## config.mk

```make
export PLATFORM = sky130hd
export DESIGN_NAME = snitch_icache_lookup_arbiter
export DESIGN_NICKNAME = d
export VERILOG_FILES = /design/src/rtl/snitch_icache_lookup_arbiter.sv
export SDC_FILE = /design/constraint.sdc
export NUM_CORES = 1
export LEC_CHECK = 0
export BUFFER_PORTS_ARGS = -buffer_cell sky130_fd_sc_hd__clkbuf_2
export CAP_MARGIN = 10
export CORE_AREA = 3 3 165 167
export DETAILED_ROUTE_END_ITERATION = 10
export DIE_AREA = 0 0 168 170
export GPL_TIMING_DRIVEN = 0
export SYNTH_ARGS = -nofsm -noshare
export SYNTH_HDL_FRONTEND = slang
export SYNTH_SLANG_ARGS = --single-unit
```

## constraint.sdc

```tcl
create_clock -name clk_i -period 2.4 [get_ports clk_i]
set_input_delay 0.24 -clock clk_i [delete_from_list [all_inputs] [get_ports clk_i]]
set_output_delay 0.24 -clock clk_i [all_outputs]
set_load 0.03 [all_outputs]
```

## src/rtl/snitch_icache_lookup_arbiter.sv

```systemverilog
// Arbitrates fetch ports onto one lookup stage and routes responses back.
// Ports: clk_i, rst_ni, req_*, rsp_*, lk_*, lk_rsp_*, flush_*, lk_flush_*.
module snitch_icache_lookup_arbiter #(
  parameter int NR_PORTS        = 2,
  parameter int FETCH_AW        = 48,
  parameter int ID_WIDTH        = 2,
  parameter int LINE_WIDTH      = 128,
  parameter int MAX_OUTSTANDING = 4
) (
  input  logic                         clk_i,
  input  logic                         rst_ni,
  input  logic [NR_PORTS*FETCH_AW-1:0] req_addr_i,
  input  logic [NR_PORTS-1:0]          req_valid_i,
  output logic [NR_PORTS-1:0]          req_ready_o,
  output logic [LINE_WIDTH-1:0]        rsp_data_o,
  output logic                         rsp_hit_o,
  output logic                         rsp_error_o,
  output logic [NR_PORTS-1:0]          rsp_valid_o,
  input  logic [NR_PORTS-1:0]          rsp_ready_i,
  output logic [FETCH_AW-1:0]          lk_addr_o,
  output logic [ID_WIDTH-1:0]          lk_id_o,
  output logic                         lk_valid_o,
  input  logic                         lk_ready_i,
  input  logic [ID_WIDTH-1:0]          lk_rsp_id_i,
  input  logic [LINE_WIDTH-1:0]        lk_rsp_data_i,
  input  logic                         lk_rsp_hit_i,
  input  logic                         lk_rsp_error_i,
  input  logic                         lk_rsp_valid_i,
  output logic                         lk_rsp_ready_o,
  input  logic                         flush_valid_i,
  output logic                         flush_ready_o,
  output logic                         lk_flush_valid_o,
  input  logic                         lk_flush_ready_i
);

  localparam int PW = $clog2(NR_PORTS);
  localparam int CW = $clog2(MAX_OUTSTANDING + 1);

  typedef enum logic [1:0] {
    IDLE,
    DRAIN,
    FLUSH
  } state_e;

  state_e        state_q, state_d;
  logic [PW-1:0] ptr_q;
  logic [PW-1:0] lock_idx_q;
  logic          lock_q;
  logic [CW-1:0] cnt_q;

  logic [PW-1:0] gnt;
  logic          found;
  logic          can_grant;
  logic          lk_hs;
  logic          rsp_hs;
  int            idx;

  // A held grant wins over round-robin so the presented request
  // stays stable until the lookup stage accepts it.
  always_comb begin
    gnt       = lock_idx_q;
    found     = 1'b0;
    idx       = 0;
    can_grant = (state_q == IDLE) &&
                (cnt_q != CW'(MAX_OUTSTANDING));
    if (!lock_q) begin
      for (int i = 0; i < NR_PORTS; i++) begin
        idx = (int'(ptr_q) + i) % NR_PORTS;
        if (!found && req_valid_i[idx]) begin
          found = 1'b1;
          gnt   = PW'(idx);
        end
      end
    end
  end

  assign lk_valid_o = rst_ni &&
                      (lock_q || (can_grant && found));
  assign lk_addr_o  = req_addr_i[int'(gnt)*FETCH_AW +: FETCH_AW];
  assign lk_id_o    = ID_WIDTH'(gnt);
  assign lk_hs      = lk_valid_o && lk_ready_i;

  always_comb begin
    req_ready_o = '0;
    for (int p = 0; p < NR_PORTS; p++) begin
      if (int'(gnt) == p) begin
        req_ready_o[p] = lk_valid_o && lk_ready_i;
      end
    end
  end

  // Ids that name no port are accepted and dropped.
  always_comb begin
    rsp_valid_o    = '0;
    lk_rsp_ready_o = 1'b1;
    for (int p = 0; p < NR_PORTS; p++) begin
      if (32'(lk_rsp_id_i) == 32'(p)) begin
        rsp_valid_o[p] = rst_ni && lk_rsp_valid_i;
        lk_rsp_ready_o = rsp_ready_i[p];
      end
    end
  end

  assign rsp_data_o  = lk_rsp_data_i;
  assign rsp_hit_o   = lk_rsp_hit_i;
  assign rsp_error_o = lk_rsp_error_i;
  assign rsp_hs      = lk_rsp_valid_i && lk_rsp_ready_o;

  always_comb begin
    state_d          = state_q;
    lk_flush_valid_o = 1'b0;
    flush_ready_o    = 1'b0;
    unique case (state_q)
      IDLE: begin
        if (flush_valid_i) state_d = DRAIN;
      end
      DRAIN: begin
        if (!lock_q && cnt_q == '0) state_d = FLUSH;
      end
      FLUSH: begin
        lk_flush_valid_o = 1'b1;
        if (lk_flush_ready_i) begin
          flush_ready_o = 1'b1;
          state_d       = IDLE;
        end
      end
      default: state_d = IDLE;
    endcase
  end

  always_ff @(posedge clk_i or negedge rst_ni) begin
    if (!rst_ni) begin
      state_q    <= IDLE;
      ptr_q      <= '0;
      lock_q     <= 1'b0;
      lock_idx_q <= '0;
      cnt_q      <= '0;
    end else begin
      state_q <= state_d;
      lock_q  <= lk_valid_o && !lk_ready_i;
      if (lk_valid_o) lock_idx_q <= gnt;
      if (lk_hs) begin
        ptr_q <= PW'((int'(gnt) + 1) % NR_PORTS);
      end
      if (lk_hs && !rsp_hs) begin
        cnt_q <= cnt_q + CW'(1);
      end else if (!lk_hs && rsp_hs) begin
        cnt_q <= cnt_q - CW'(1);
      end
    end
  end

  a_no_rsp_underflow: assert property (
    @(posedge clk_i) disable iff (!rst_ni)
    rsp_hs |-> cnt_q != '0
  );

endmodule

```

======== Word-level counts from Yosys, hierarchy flattened ========
Cells that the tools add are included.
word-level totals
  register bits after elaboration ......... 8
  bits of input ports ..................... 238
  output and inout port bits .............. 188
cells by class
  $add $sub $neg .......................... 4
  multiply operators ...................... 1
  $lt $le $gt $ge ......................... 2
  equal/unequal tests ..................... 7
  shift-type cells ........................ 1
  multiplexer cells ....................... 27
  bitwise operators ....................... 1
  reductions and logical operators ........ 22
operators with widths
  operator                                                                       number
  96-bit by 8-bit variable part select with 48-bit output                        1
  1-bit 2-to-1 mux                                                               21
  1-bit logical AND                                                              11
  2-bit 2-to-1 mux                                                               3
  3-bit 2-to-1 mux                                                               2
  2-bit != test (second input constant)                                          3
  2-bit case mux with 3 select lines                                             1
  1-bit zero test                                                                5
  2-bit by 1-bit == test with 1-bit output (second input constant)               2
  2-bit zero test                                                                2
  3-bit by 1-bit adder with 3-bit output (second input constant)                 1
  3-bit zero test                                                                1
  2-bit by 3-bit less-than comparator with 1-bit output (second input constant)  1
  1-bit by 2-bit multiplier with 3-bit output (second input constant)            1
  3-bit != test (second input constant)                                          1
  3-bit AND reduction                                                            1
  3-bit by 1-bit subtractor with 3-bit output (second input constant)            1
  1-bit adder (second input constant)                                            2
  2-bit == test (second input constant)                                          1
  1-bit by 2-bit less-than comparator with 1-bit output (second input constant)  1
  2-bit nonzero test                                                             1
  1-bit bitwise AND (first input constant)                                       1
  1-bit logical OR                                                               1

======== Depth between registers and ports, before layout ========
Gate-level depths: netlist of the first run.
  word-level depth ........................ 16
  mapped depth ............................ 11

======== Worst setup path before layout of the first run ========
OpenSTA, ideal clock, no wires.
  kind .................................... reg2reg
  start point ............................. reg state_q[0]
  end point ............................... reg cnt_q[2]
  library setup time ...................... 0.079 ns
  arrival ................................. 2.162 ns
  path slack .............................. 0.159 ns
  stages on the path, launching flop included .. 11
  buffers on the path ..................... 1
  period minus slack after synthesis ...... 2.241 ns
  cell sequence ........................... dfrtp_1 -> o31ai_1 -> and3_1 -> buf_2 -> and2_1 -> ha_1 -> inv_1 -> fa_1 -> xor2_1 -> nor2_1 -> xor2_1
on the way
  cells in the longest elaborated chain, start to end .. 9
ends and longest elaborated chain
  item                                 line  text
  start, declared                      45    state_e state_q, state_d;
  start signal, assigned               139   state_q <= state_d;
  2-bit zero test *                    64    can_grant = (state_q == IDLE) &&
  1-bit logical AND *                  64
  1-bit logical AND *                  78    (lock_q || (can_grant && found));
  1-bit logical OR *                   78
  1-bit logical AND *                  77    assign lk_valid_o = rst_ni &&
  net lk_valid_o                       22    output logic lk_valid_o,
  1-bit logical AND *                  81    assign lk_hs = lk_valid_o && lk_ready_i;
  net lk_hs                            54    logic lk_hs;
  1-bit zero test                      147   end else if (!lk_hs && rsp_hs) begin
  1-bit logical AND                    147
  2-bit nonzero test (no source line)  --
  end signal, assigned                 146   cnt_q <= cnt_q + CW'(1);
  end signal, assigned                 148   cnt_q <= cnt_q - CW'(1);
  end, declared                        49    logic [CW-1:0] cnt_q;
The timed path passes the listed nets; every way through them passes the cells marked *.
A chain may end at the register's enable or synchronous reset.

======== Final worst setup path of the first run ========
  start point ............................. reg cnt_q[1]
  end point ............................... reg cnt_q[1]
on the way
  cells in the longest elaborated chain, start to end .. 9
ends and longest elaborated chain
  item                                 line  text
  3-bit != test *                      65    (cnt_q != CW'(MAX_OUTSTANDING));
  1-bit logical AND *                  64
  1-bit logical AND *                  78
  1-bit logical OR *                   78
  1-bit logical AND *                  77
  1-bit logical AND *                  81
  net lk_hs                            54
  1-bit zero test                      147
  1-bit logical AND                    147
  2-bit nonzero test (no source line)  --
The timed path passes the listed nets; every way through them passes the cells marked *. The select of a mux whose other input is x is not followed.

==> results of run 1 <==
-- critical path, stage by stage (launching register included) --
cell,delay (ps)
dfrtp_1,410
nor3_2,200
nand2_1,90
and3_1,180
clkbuf_4,170
and2_1,160
ha_1,220
inv_1,70
fa_1,390
mux2_2,260
-- sequential cells by signal (all words and copies together) (netlist names) --
name        flops
cnt_q           3
lock_idx_q      1
lock_q          1
ptr_q           1
state_q         2
-- logic make-up after synthesis --
logic type               count (synthesis)  synth area share
other                                    1           0.00165
XOR/XNOR                                 3            0.0115
multiplexers                            50             0.322
flip-flops                               8            0.0880
adder cells (fa/ha/maj)                  2            0.0143
AND/OR/NAND/NOR                         19            0.0473
buffers and inverters                  143             0.489
AO/OA/AOI/OAI                            7            0.0264
-- metal layers --
| layer | global-route usage | up-vias | wire (um) |
|---|---|---|---|
| met5 | 0 | - | 0 |
| met1 | 0.0834 | 1148 | 4440 |
| li1 | - | 1230 | - |
| met4 | 0.00462 | 0 | 13 |
| met2 | 0.0858 | 130 | 4900 |
| met3 | 0.0107 | 2 | 754 |
-- power by group through the flow --
stage	logic [mW]	registers [mW]	clock network, mW
6_report	2.18	0.258	0.275
5_1_grt	2.32	0.269	0.289
4_1_cts	2.22	0.257	0.282
3_5_place_dp	2.21	0.259	0
3_3_place_gp	2.20	0.257	0
2_1_floorplan	1.69	0.242	0
-- worst paths after layout --
| path | from | to | slack [ps] | depth (start not counted) |
|---|---|---|---|---|
| min in group asynchronous | rst_ni | state_q[1] | 510 | 2 |
| worst min register to register | cnt_q[2] | cnt_q[2] | 490 | 1 |
| worst max register to register | cnt_q[1] | cnt_q[1] | 140 | 9 |
| worst min-delay path | flush_valid_i | state_q[0] | 240 | 2 |
| max in group asynchronous | rst_ni | lock_idx_q | 1630 | 2 |
| worst max-delay path | cnt_q[1] | cnt_q[1] | 140 | 9 |
-- cell usage in the layout, fill, tap and decap left out, types with 3 or more instances in the layout --
master and count:
clkbuf_16 3, buf_4 132, mux2_2 5, nor2_1 3, inv_1 4, clkbuf_2 294, buf_12 4, dfrtp_1 8
nand2_1 4, mux2_4 45
-- per-stage QoR --
step / total power, mW / std cells / utilization / setup WS (ps)
2_1_floorplan: 1.94 / 233 / - / 159
3_3_place_gp: 2.46 / 862 / 0.161 / 87.2
3_5_place_dp: 2.47 / 862 / 0.161 / 71.2
4_1_cts: 2.76 / 866 / 0.164 / 49.8
5_1_grt: 2.88 / 866 / 0.164 / 1.97
6_report: 2.72 / 866 / 0.164 / 136
-- cell type report --
| cell class | count | area, um^2 | share of cell area |
|---|---|---|---|
| Sequential cell | 8 | 200 | 0.0470 |
| Buffer | 139 | 1100 | 0.259 |
| Inverter | 4 | 15.0 | 0.00353 |
| Timing Repair Buffer | 295 | 1480 | 0.348 |
| Multi-Input combinational cell | 82 | 967 | 0.227 |
| Clock buffer | 3 | 75.1 | 0.0176 |
| Tap cell | 335 | 419 | 0.0984 |
-- repair_timing --
item	4_1_cts	5_1_grt
hold endpoints to repair	8	0
hold buffers	1	0
endpoints found under the setup margin	0	2
gates resized for setup	0	2
==> results by group, run 1 <==
STA
  • Max Fclk: 0.442 GHz
  • Final Setup Violations: 0
  • Setup Skew: 0.984 ps
  • Max Slew Vio Count: 0
  • Fin crit share: 0.943
  • Period minus WS final: 2260 ps
  • Final hold vios: 0
  • Setup TNS: 0 ps
  • Worst hold margin: 241 ps
  • RSZ-0062 raised after global routing: false

Power
  • Reg power frac: 0.095
  • Clk network pwr share: 0.101
  • Power per Cell Area: 638 nW/um^2
  • Combinational Power Share: 0.804
  • Maximum VDD drop: 0.000561 V
  • Switching part of the total: 0.490
  • Static Leak: 2.55 nW
  • Sw Pwr: 1.33 mW
  • Int Pwr: 1.38 mW

Synth
  • Asr flop ratio synth: 1.00
  • Yosys top cell by area: buf_4
  • Cell Area, Synth: 2280 um^2
  • Count leader, synth: buf_4
  • Mean post-synth cell area: 9.77 um^2
  • Area share of the largest cell type after synthesis: 0.435
  • EDFF count, synth: 0
  • Sequential area share after synthesis: 0.0880
  • Ys Warns: 0
  • Synthesized Nets: 473
  • Top_reg_cell synth: dfrtp_1
  • Most instantiated cells after synthesis: 132 x buf_4, 45 x mux2_4, 8 x dfrtp_1
  • Cell variety after synth: 31
  • Synthesized flop and latch total: 8
  • Mapped Cells: 233
  • Synth top area cells: buf_4 44%, mux2_4 30%, dfrtp_1 8.8%, buf_12 3.5%, mux2_2 2.5%

Place
  • Routability cong.: 0.703
  • Port Buffers: 294
  • Placed cell area: 4170 um^2
  • Post-DP HPWL: 9460 um

Die
  • Core area: 25900 um^2
  • Row Count: 59
  • Die span in x: 168 um
  • DIE AREA: 28600 um^2
  • Starting Density: 0.0878
  • Io pins: 426
  • Chip Height: 170 um

Clock tree
  • CTS tree: yes
  • # Post-CTS Setup Buffers: 0
  • Clock latency on the worst-skew pair: 230 ps
  • Clk root buf: clkbuf_16
  • Clock Tree Buf Depth: 2
  • Clock slew at reported path FFs: 40 ps
  • CTS Buf Count: 3
  • H-Tree Depth: 1
  • Sink Count: 8

Global route
  • Vias in the first global route: 2196
  • Pin count of the biggest net entering global routing: 11
  • First-pass GRT wire length: 12600 um
  • Overall routing resource usage: 0.0556
  • Initial antenna violation count: 0
  • Congestion Overflow GR: 0

Worst hold path
  • Worst hold path type: in -> reg

Setup path
  • Crit Path Class: reg -> reg
  • CP arrival: 2370 ps
  • CP endpoint kind: register
  • Critical Path RT: 2510 ps
  • Worst Path Max Fanout: 7
  • Worst Setup Start Kind: register

Routing
  • Vias per cell: 2.90
  • Routed Antenna Nets: 0
  • DRC: 0
  • Routed via count: 2510
  • DR iter-0 viols: 47
  • Pre-antenna DRT Iters: 4
  • Wirelength per Cell: 11.7 um
  • Drt total wl: 10100 um

Outcome
  • Status: complete, no violations

Cells and area
  • Filler cells: 2908
  • Share of cells above drive strength 1: 0.919
  • Area grow syn2layout: 87.1%
  • Finished Cell Area: 4260 um^2
  • Ant. Diodes: 0
  • Final net count: 773

Job
  • Number of max-cap violations: 0
(Power assumes the default switching activity.)
==> inputs of run 2 (changes only) <==
ABC_AREA = 1   (was default)
CORE_AREA = 2 2 168 170   (was 3 3 165 167)
DIE_AREA = 0 0 170 172   (was 0 0 168 170)
==> run 2 against run 1 <==
Core utilization shrank 1.4 points. Largest cell class unchanged. Critical endpoint is now cnt_q[2]. Non-clock buffer count increased by 3. Final cell count is 16% higher. Sequential share of layout area is 0.13 points higher. Flip-flop and latch count is the same. Hold slack lost 28 ps. Register-to-register slack better by 260 ps.
==> results by group, run 2 <==
Outcome
  • Status: complete, no violations (unchanged)

Synth
  • Cell Area, Synth: 2150 um^2 (was 2280 um^2)
  • Sequential area share after synthesis: 0.0930 (was 0.0880)
  • Compound-Gate Fraction of Synth Area: 0.0232 (was 0.0264)
  • Synth Area in Simple Gates: 0.325 (was 0.0473)
  • Cell variety after synth: 28 (was 31)
  • Post-Synth XOR/XNOR Area: 0.00813 (was 0.0115)
  • Ys Warns: 0 (unchanged)
  • Synthesized flop and latch total: 8 (unchanged)
  • Mean post-synth cell area: 6.01 um^2 (was 9.77 um^2)
  • Most instantiated cells after synthesis: 161 x nand2_1, 132 x buf_4, 13 x inv_1 (was 132 x buf_4, 45 x mux2_4, 8 x dfrtp_1)
  • Synth top area cells: buf_4 46%, nand2_1 28%, dfrtp_1 9.3%, buf_6 3.1%, inv_1 2.3% (was buf_4 44%, mux2_4 30%, dfrtp_1 8.8%, buf_12 3.5%, mux2_2 2.5%)
  • Synth Area in Adders: 0.0151 (was 0.0143)
  • Asr flop ratio synth: 1.00 (unchanged)
  • Mapped Cells: 358 (was 233)
  • Count leader, synth: nand2_1 (was buf_4)
  • Synthesized Nets: 598 (was 473)
  • Area share of the largest cell type after synthesis: 0.460 (was 0.435)
  • Mux cell area share after synthesis: 0.00523 (was 0.322)
  • EDFF count, synth: 0 (unchanged)
  • Top_reg_cell synth: dfrtp_1 (unchanged)
  • Main combinational cell family by area after synthesis: buffers and inverters (unchanged)
  • Yosys top cell by area: buf_4 (unchanged)

Routing
  • DRC: 0 (unchanged)
  • Routed via count: 3083 (was 2510)
  • Routed Antenna Nets: 0 (unchanged)
  • DR iter-0 viols: 33 (was 47)
  • Pre-antenna DRT Iters: 4 (unchanged)
  • Wirelength per Cell: 11.2 um (was 11.7 um)
  • Vias per cell: 3.07 (was 2.90)
  • Drt total wl: 11200 um (was 10100 um)

STA
  • Max Slew Vio Count: 0 (unchanged)
  • RSZ-0062 raised after global routing: false (unchanged)
  • Setup Skew: 1.46 ps (was 0.984 ps)
  • Period minus WS final: 2180 ps (was 2260 ps)
  • Fin crit share: 0.906 (was 0.943)
  • Max Fclk: 0.460 GHz (was 0.442 GHz)
  • Setup TNS: 0 ps (unchanged)
  • Final hold vios: 0 (unchanged)
  • Final Setup Violations: 0 (unchanged)

Power
  • Static Leak: 2.67 nW (was 2.55 nW)
  • Power per Cell Area: 659 nW/um^2 (was 638 nW/um^2)
  • PnR Total Power: 2.73 mW (was 2.72 mW)
  • Maximum VDD drop: 0.000376 V (was 0.000561 V)

Die
  • Io pins: 426 (unchanged)
  • Chip Height: 172 um (was 170 um)
  • Starting Density: 0.0784 (was 0.0878)
  • Die span in x: 170 um (was 168 um)
  • Row Count: 61 (was 59)
  • Core area: 27500 um^2 (was 25900 um^2)
  • DIE AREA: 29200 um^2 (was 28600 um^2)

Setup path
  • Reg2reg start: state_q[1] (was cnt_q[1])
  • CP endpoint kind: register (unchanged)
  • Cell breakdown of the critical path: dlygate4sd3_1, clkbuf_2, nand4_1, inv_1, ha_1, inv_1, fa_1, a21oi_1, o21ai_0, xor2_1 (was nor3_2, nand2_1, and3_1, clkbuf_4, and2_1, ha_1, inv_1, fa_1, mux2_2)
  • Crit Path Class: in -> reg (was reg -> reg)
  • Reg-to-Reg End: cnt_q[2] (was cnt_q[1])
  • Worst Setup Start Kind: input port (was register)
  • Worst r2r path cells: 11 (was 9)
  • CP arrival: 2280 ps (was 2370 ps)
  • Crit-path most repeated cell: inv_1
  • Critical Path RT: 2510 ps (about the same)
  • CP peak stage delay: 520 ps (was 410 ps)
  • Worst Path Max Fanout: 12 (was 7)
  • Worst R2R Setup Slack: 400 ps (was 140 ps)
  • Crit-path slowest cell: dlygate4sd3_1 (was dfrtp_1)

Clock tree
  • Clock slew at reported path FFs: 30 ps (was 40 ps)
  • Sink Count: 8 (unchanged)
  • CTS tree: yes (unchanged)
  • Clock Tree Buf Depth: 2 (unchanged)
  • Clock latency on the worst-skew pair: 230 ps (about the same)
  • # Post-CTS Setup Buffers: 0 (unchanged)
  • H-Tree Depth: 1 (unchanged)
  • CTS Buf Count: 3 (unchanged)
  • Clk root buf: clkbuf_16 (unchanged)

Cells and area
  • Biggest regs: cnt_q x3, state_q x2 (unchanged)
  • Fin util: 0.151 (was 0.164)
  • Filler cells: 3153 (was 2908)
  • Finished Cell Area: 4150 um^2 (was 4260 um^2)
  • Final net count: 898 (was 773)
  • Most common cell after layout, fill and taps aside: clkbuf_2 (unchanged)
  • Area grow syn2layout: 92.5% (was 87.1%)
  • Top reg by flops: cnt_q (unchanged)
  • Max FFs per register: 3 (unchanged)
  • Most frequent cells in the layout: 294 x clkbuf_2, 161 x nand2_1, 132 x buf_4 (was 294 x clkbuf_2, 132 x buf_4, 45 x mux2_4)
  • Share of cells above drive strength 1: 0.678 (was 0.919)

Global route
  • First-pass GRT wire length: 14000 um (was 12600 um)
  • Vias in the first global route: 2640 (was 2196)
  • Initial antenna violation count: 1 (was 0)
  • Pin count of the biggest net entering global routing: 13 (was 11)
  • Overall routing resource usage: 0.0636 (was 0.0556)
  • Congestion Overflow GR: 0 (unchanged)

Worst hold path
  • Hold Startpoint: lk_ready_i (was flush_valid_i)
  • Worst hold path type: in -> reg (unchanged)
  • Min-Delay Endpoint: lock_q (was state_q[0])
  • Hold depth: 2 (unchanged)

Place
  • Placed cell area: 4060 um^2 (was 4170 um^2)
  • Port Buffers: 294 (unchanged)
  • Post-DP HPWL: 10200 um (was 9460 um)
  • Routability cong.: 0.719 (was 0.703)

Job
  • Number of max-cap violations: 0 (unchanged)
-- run 2: cell count changes in the layout (fill, tap and decap cells not counted), moves of 6 or more --
| cell | change |
|---|---|
| nand2_1 | +157 |
| nor2_1 | +6 |
| inv_1 | +9 |
| mux2_4 | -45 |
-- run 2: power by group --
| part | internal (mW) | leakage (nW) | switching, mW |
|---|---|---|---|
| registers | 0.197 | 0.0986 | 0.0560 |
| logic | 0.726 | 2.54 | 1.47 |
| clock network | 0.215 | 0.0370 | 0.0644 |
| total | 1.14 | 2.67 | 1.59 |
-- run 2: worst max-delay path by stage --
stage          startpoint        to  slack [ps]  depth (start not counted)
6_report           rst_ni  cnt_q[2]         220                         10
5_1_grt            rst_ni  cnt_q[2]          20                         10
4_1_cts            rst_ni  cnt_q[2]         190                         10
3_5_place_dp   state_q[1]  cnt_q[2]         410                         11
3_3_place_gp   state_q[1]  cnt_q[2]         430                         11
2_1_floorplan  state_q[1]  cnt_q[2]         560                         11
-- run 2: layout make-up --
type / instances / area [um^2] / area share
diodes: 1 / 2.50 / 0.000604
well taps: 346 / 433 / 0.104
inverters: 15 / 58.8 / 0.0142
clock buffers: 3 / 75.1 / 0.0181
flip-flops and latches: 8 / 200 / 0.0483
repair buffers: 295 / 1480 / 0.357
plain buffers: 142 / 1080 / 0.260
multi-input cells: 193 / 816 / 0.197
-- run 2: timing repair --
item                                   4_1_cts  5_1_grt
endpoints found under the hold margin        8        0
resized for setup                            0        0
hold buffers                                 1        0
-- run 2: worst max-delay path, delay by kind of cell --
family          cells  cell delay [ps]
simple gates        1              180
compound gates      2              250
fa+ha+maj           2              520
buf+inv             4              940
xor+xnor            1              150
-- run 2: cell families (layout without fill, tap and decap cells) --
kind of cell,count (synthesis),count (layout)
multiplexers,1,1
XOR/XNOR,2,2
flip-flops,8,8
buffers and inverters,157,455
AO/OA/AOI/OAI,7,7
other,1,2
adder cells (fa/ha/maj),2,2
AND/OR/NAND/NOR,180,180
-- run 2: metal layers --
metal	wire (um)	up-vias	track usage	part of all wire
met1	4380	1324	0.0765	0.39
met2	5730	205	0.120	0.51
li1	-	1541	-	-
met4	67	2	0.00966	0.0060
met3	1030	11	0.0105	0.091
met5	12	-	0	0.0011
-- run 2: through the flow --
stage | setup slack, ps | hold WS, ps | instances
after floorplan | 560 | -55.6 | 358
after global placement | 432 | 123 | 998
after detailed placement | 409 | 128 | 998
after CTS | 194 | 212 | 1002
after global routing | 22.1 | 236 | 1002
final | 225 | 213 | 1003
==> inputs of run 3 (changes only) <==
BUFFER_PORTS_ARGS = default   (was -buffer_cell sky130_fd_sc_hd__clkbuf_2)
CORE_AREA = 2 2 167 169   (was 2 2 168 170)
DIE_AREA = 0 0 169 171   (was 0 0 170 172)
DONT_BUFFER_PORTS = 1   (was default)
PLACE_DENSITY = 0.3   (was default)
==> run 3 against run 2 <==
Fmax grew 7.2%. Hold slack got worse by 150 ps. Via count shrank 34%. Critical endpoint unchanged. Largest cell class unchanged.
==> results by group, run 3 (same netlist as run 2, synthesis figures left out) <==
Outcome
  • Status: complete, no violations (unchanged)

Cells and area
  • Area grow syn2layout: 24.1% (was 92.5%)
  • Finished Cell Area: 2670 um^2 (was 4150 um^2)
  • Most common cell after layout, fill and taps aside: nand2_1 (was clkbuf_2)
  • Most frequent cells in the layout: 161 x nand2_1, 132 x buf_4, 13 x inv_1 (was 294 x clkbuf_2, 161 x nand2_1, 132 x buf_4)
  • Share of cells above drive strength 1: 0.417 (was 0.678)
  • Filler cells: 3202 (was 3153)
  • Final Non-Filler Cells: 708 (was 1003)
  • Ant. Diodes: 0 (was 1)
  • Max FFs per register: 3 (unchanged)
  • Fin util: 0.0978 (was 0.151)
  • Biggest regs: cnt_q x3, state_q x2 (unchanged)
  • Final net count: 604 (was 898)
  • Top reg by flops: cnt_q (unchanged)

STA
  • Final Setup Violations: 0 (unchanged)
  • Setup Skew: 3.32 ps (was 1.46 ps)
  • Slew HR: 0.162
  • Worst hold margin: 68.1 ps (was 213 ps)
  • Worst-Margin Slew: 1250 ps
  • Period minus WS final: 2030 ps (was 2180 ps)
  • Setup TNS: 0 ps (unchanged)
  • Max Slew Vio Count: 0 (unchanged)
  • Fin crit share: 0.846 (was 0.906)
  • RSZ-0062 raised after global routing: false (unchanged)
  • Final hold vios: 0 (unchanged)
  • Max Fclk: 0.493 GHz (was 0.460 GHz)

Power
  • Maximum VDD drop: 0.000342 V (was 0.000376 V)
  • Power per Cell Area: 879 nW/um^2 (was 659 nW/um^2)
  • Combinational Power Share: 0.771 (was 0.805)
  • Sw Pwr: 1.49 mW (was 1.59 mW)
  • Reg power frac: 0.109 (was 0.093)
  • Int Pwr: 855 uW (was 1.14 mW)
  • Clk network pwr share: 0.121 (was 0.102)
  • Switching part of the total: 0.636 (was 0.583)
  • Static Leak: 1.45 nW (was 2.67 nW)

Global route
  • First-pass GRT wire length: 11400 um (was 14000 um)
  • Pin count of the biggest net entering global routing: 11 (was 13)
  • Vias in the first global route: 1778 (was 2640)
  • Overall routing resource usage: 0.0536 (was 0.0636)
  • Initial antenna violation count: 0 (was 1)
  • Congestion Overflow GR: 0 (unchanged)

Clock tree
  • Sink Count: 8 (unchanged)
  • H-Tree Depth: 1 (unchanged)
  • Clk root buf: clkbuf_16 (unchanged)
  • # Post-CTS Setup Buffers: 0 (unchanged)
  • CTS Buf Count: 3 (unchanged)
  • CTS tree: yes (unchanged)
  • Clock Tree Buf Depth: 2 (unchanged)
  • Clock latency on the worst-skew pair: 230 ps (about the same)
  • Clock slew at reported path FFs: 40 ps (was 30 ps)

Setup path
  • Critical Path RT: 2500 ps (was 2510 ps)
  • Crit Path Class: reg -> reg (was in -> reg)
  • Worst Setup Start Kind: register (was input port)
  • Worst r2r path cells: 11 (unchanged)
  • CP arrival: 2130 ps (was 2280 ps)
  • CP endpoint kind: register (unchanged)
  • Worst Path Max Fanout: 4 (was 12)

Routing
  • DR iter-0 viols: 48 (was 33)
  • Routed via count: 2048 (was 3083)
  • DRC: 0 (unchanged)
  • Routed Antenna Nets: 0 (unchanged)
  • Pre-antenna DRT Iters: 4 (unchanged)
  • Drt total wl: 9570 um (was 11200 um)
  • Vias per cell: 2.89 (was 3.07)
  • Wirelength per Cell: 13.5 um (was 11.2 um)

Place
  • Placed cell area: 2590 um^2 (was 4060 um^2)
  • Routability cong.: 0.671 (was 0.719)
  • Cells after DPL: 704 (was 998)
  • Port Buffers: 0 (was 294)
  • Post-DP HPWL: 8560 um (was 10200 um)

Worst hold path
  • Worst hold path type: in -> reg (unchanged)
  • Hold depth: 1 (was 2)

Die
  • Starting Density: 0.0788 (was 0.0784)
  • Die span in x: 169 um (was 170 um)
  • Chip Height: 171 um (was 172 um)
  • DIE AREA: 28900 um^2 (was 29200 um^2)
  • Io pins: 426 (unchanged)
  • Core area: 27300 um^2 (was 27500 um^2)
  • Row Count: 61 (unchanged)

Job
  • Number of max-cap violations: 0 (unchanged)
-- run 3: changes by cell type in the layout (fill, tap and decap cells not counted) --
cell / before / now
clkbuf_2: 294 / 0
diode_2: 1 / 0
-- run 3: final timing paths --
path	startpoint	end	slack [ps]
worst max-delay path	state_q[1]	cnt_q[2]	370
worst min-delay path	lk_ready_i	lock_q	70
worst max register to register	state_q[1]	cnt_q[2]	370
worst min register to register	ptr_q	ptr_q	480
max in group asynchronous	rst_ni	state_q[0]	1740
min in group asynchronous	rst_ni	cnt_q[2]	370
-- run 3: worst max-delay path, stage by stage (launching register included) --
cell and delay [ps]:
dfrtp_1 400, nor2_1 160, nand2_1 80, nand2_1 50
nand4_1 120, inv_1 90, ha_1 140, inv_1 70
fa_1 370, a21oi_1 150, o21ai_0 120, xor2_1 160
-- run 3: what timing repair did --
| action | 4_1_cts | 5_1_grt |
|---|---|---|
| hold buffers | 1 | 0 |
| endpoints found under the hold margin | 8 | 0 |
| setup endpoints to repair | 0 | 0 |
| resized for setup | 0 | 0 |
-- run 3: cell type report --
type | instances | area [um^2] | area share
Buffer | 142 | 1080 | 0.404
Clock buffer | 3 | 75.1 | 0.0281
Inverter | 15 | 58.8 | 0.0220
Multi-Input combinational cell | 193 | 816 | 0.305
Sequential cell | 8 | 200 | 0.0749
Tap cell | 346 | 433 | 0.162
Timing Repair Buffer | 1 | 10.0 | 0.00375
-- run 3: metal layers --
metal	up-vias	routed length [um]	part of all wire	track usage
met5	-	0	0	0
met4	0	0	0	0.00334
met3	0	815	0.085	0.00786
met2	196	4870	0.51	0.0987
met1	899	3880	0.41	0.0689
li1	953	-	-	-
-- run 3: metrics by stage --
| stage | setup slack [ps] | power [mW] |
|---|---|---|
| after floorplan | 560 | 1.80 |
| after global placement | 396 | 2.10 |
| after detailed placement | 372 | 2.10 |
| after CTS | 327 | 2.39 |
| after global routing | 118 | 2.54 |
| final | 370 | 2.35 |
-- run 3: power groups by stage --
stage          registers, mW  clock network, mW  logic (mW)
2_1_floorplan          0.242                  0        1.56
3_3_place_gp           0.258                  0        1.85
3_5_place_dp           0.256                  0        1.84
4_1_cts                0.255              0.288        1.85
5_1_grt                0.269              0.297        1.97
6_report               0.255              0.284        1.81
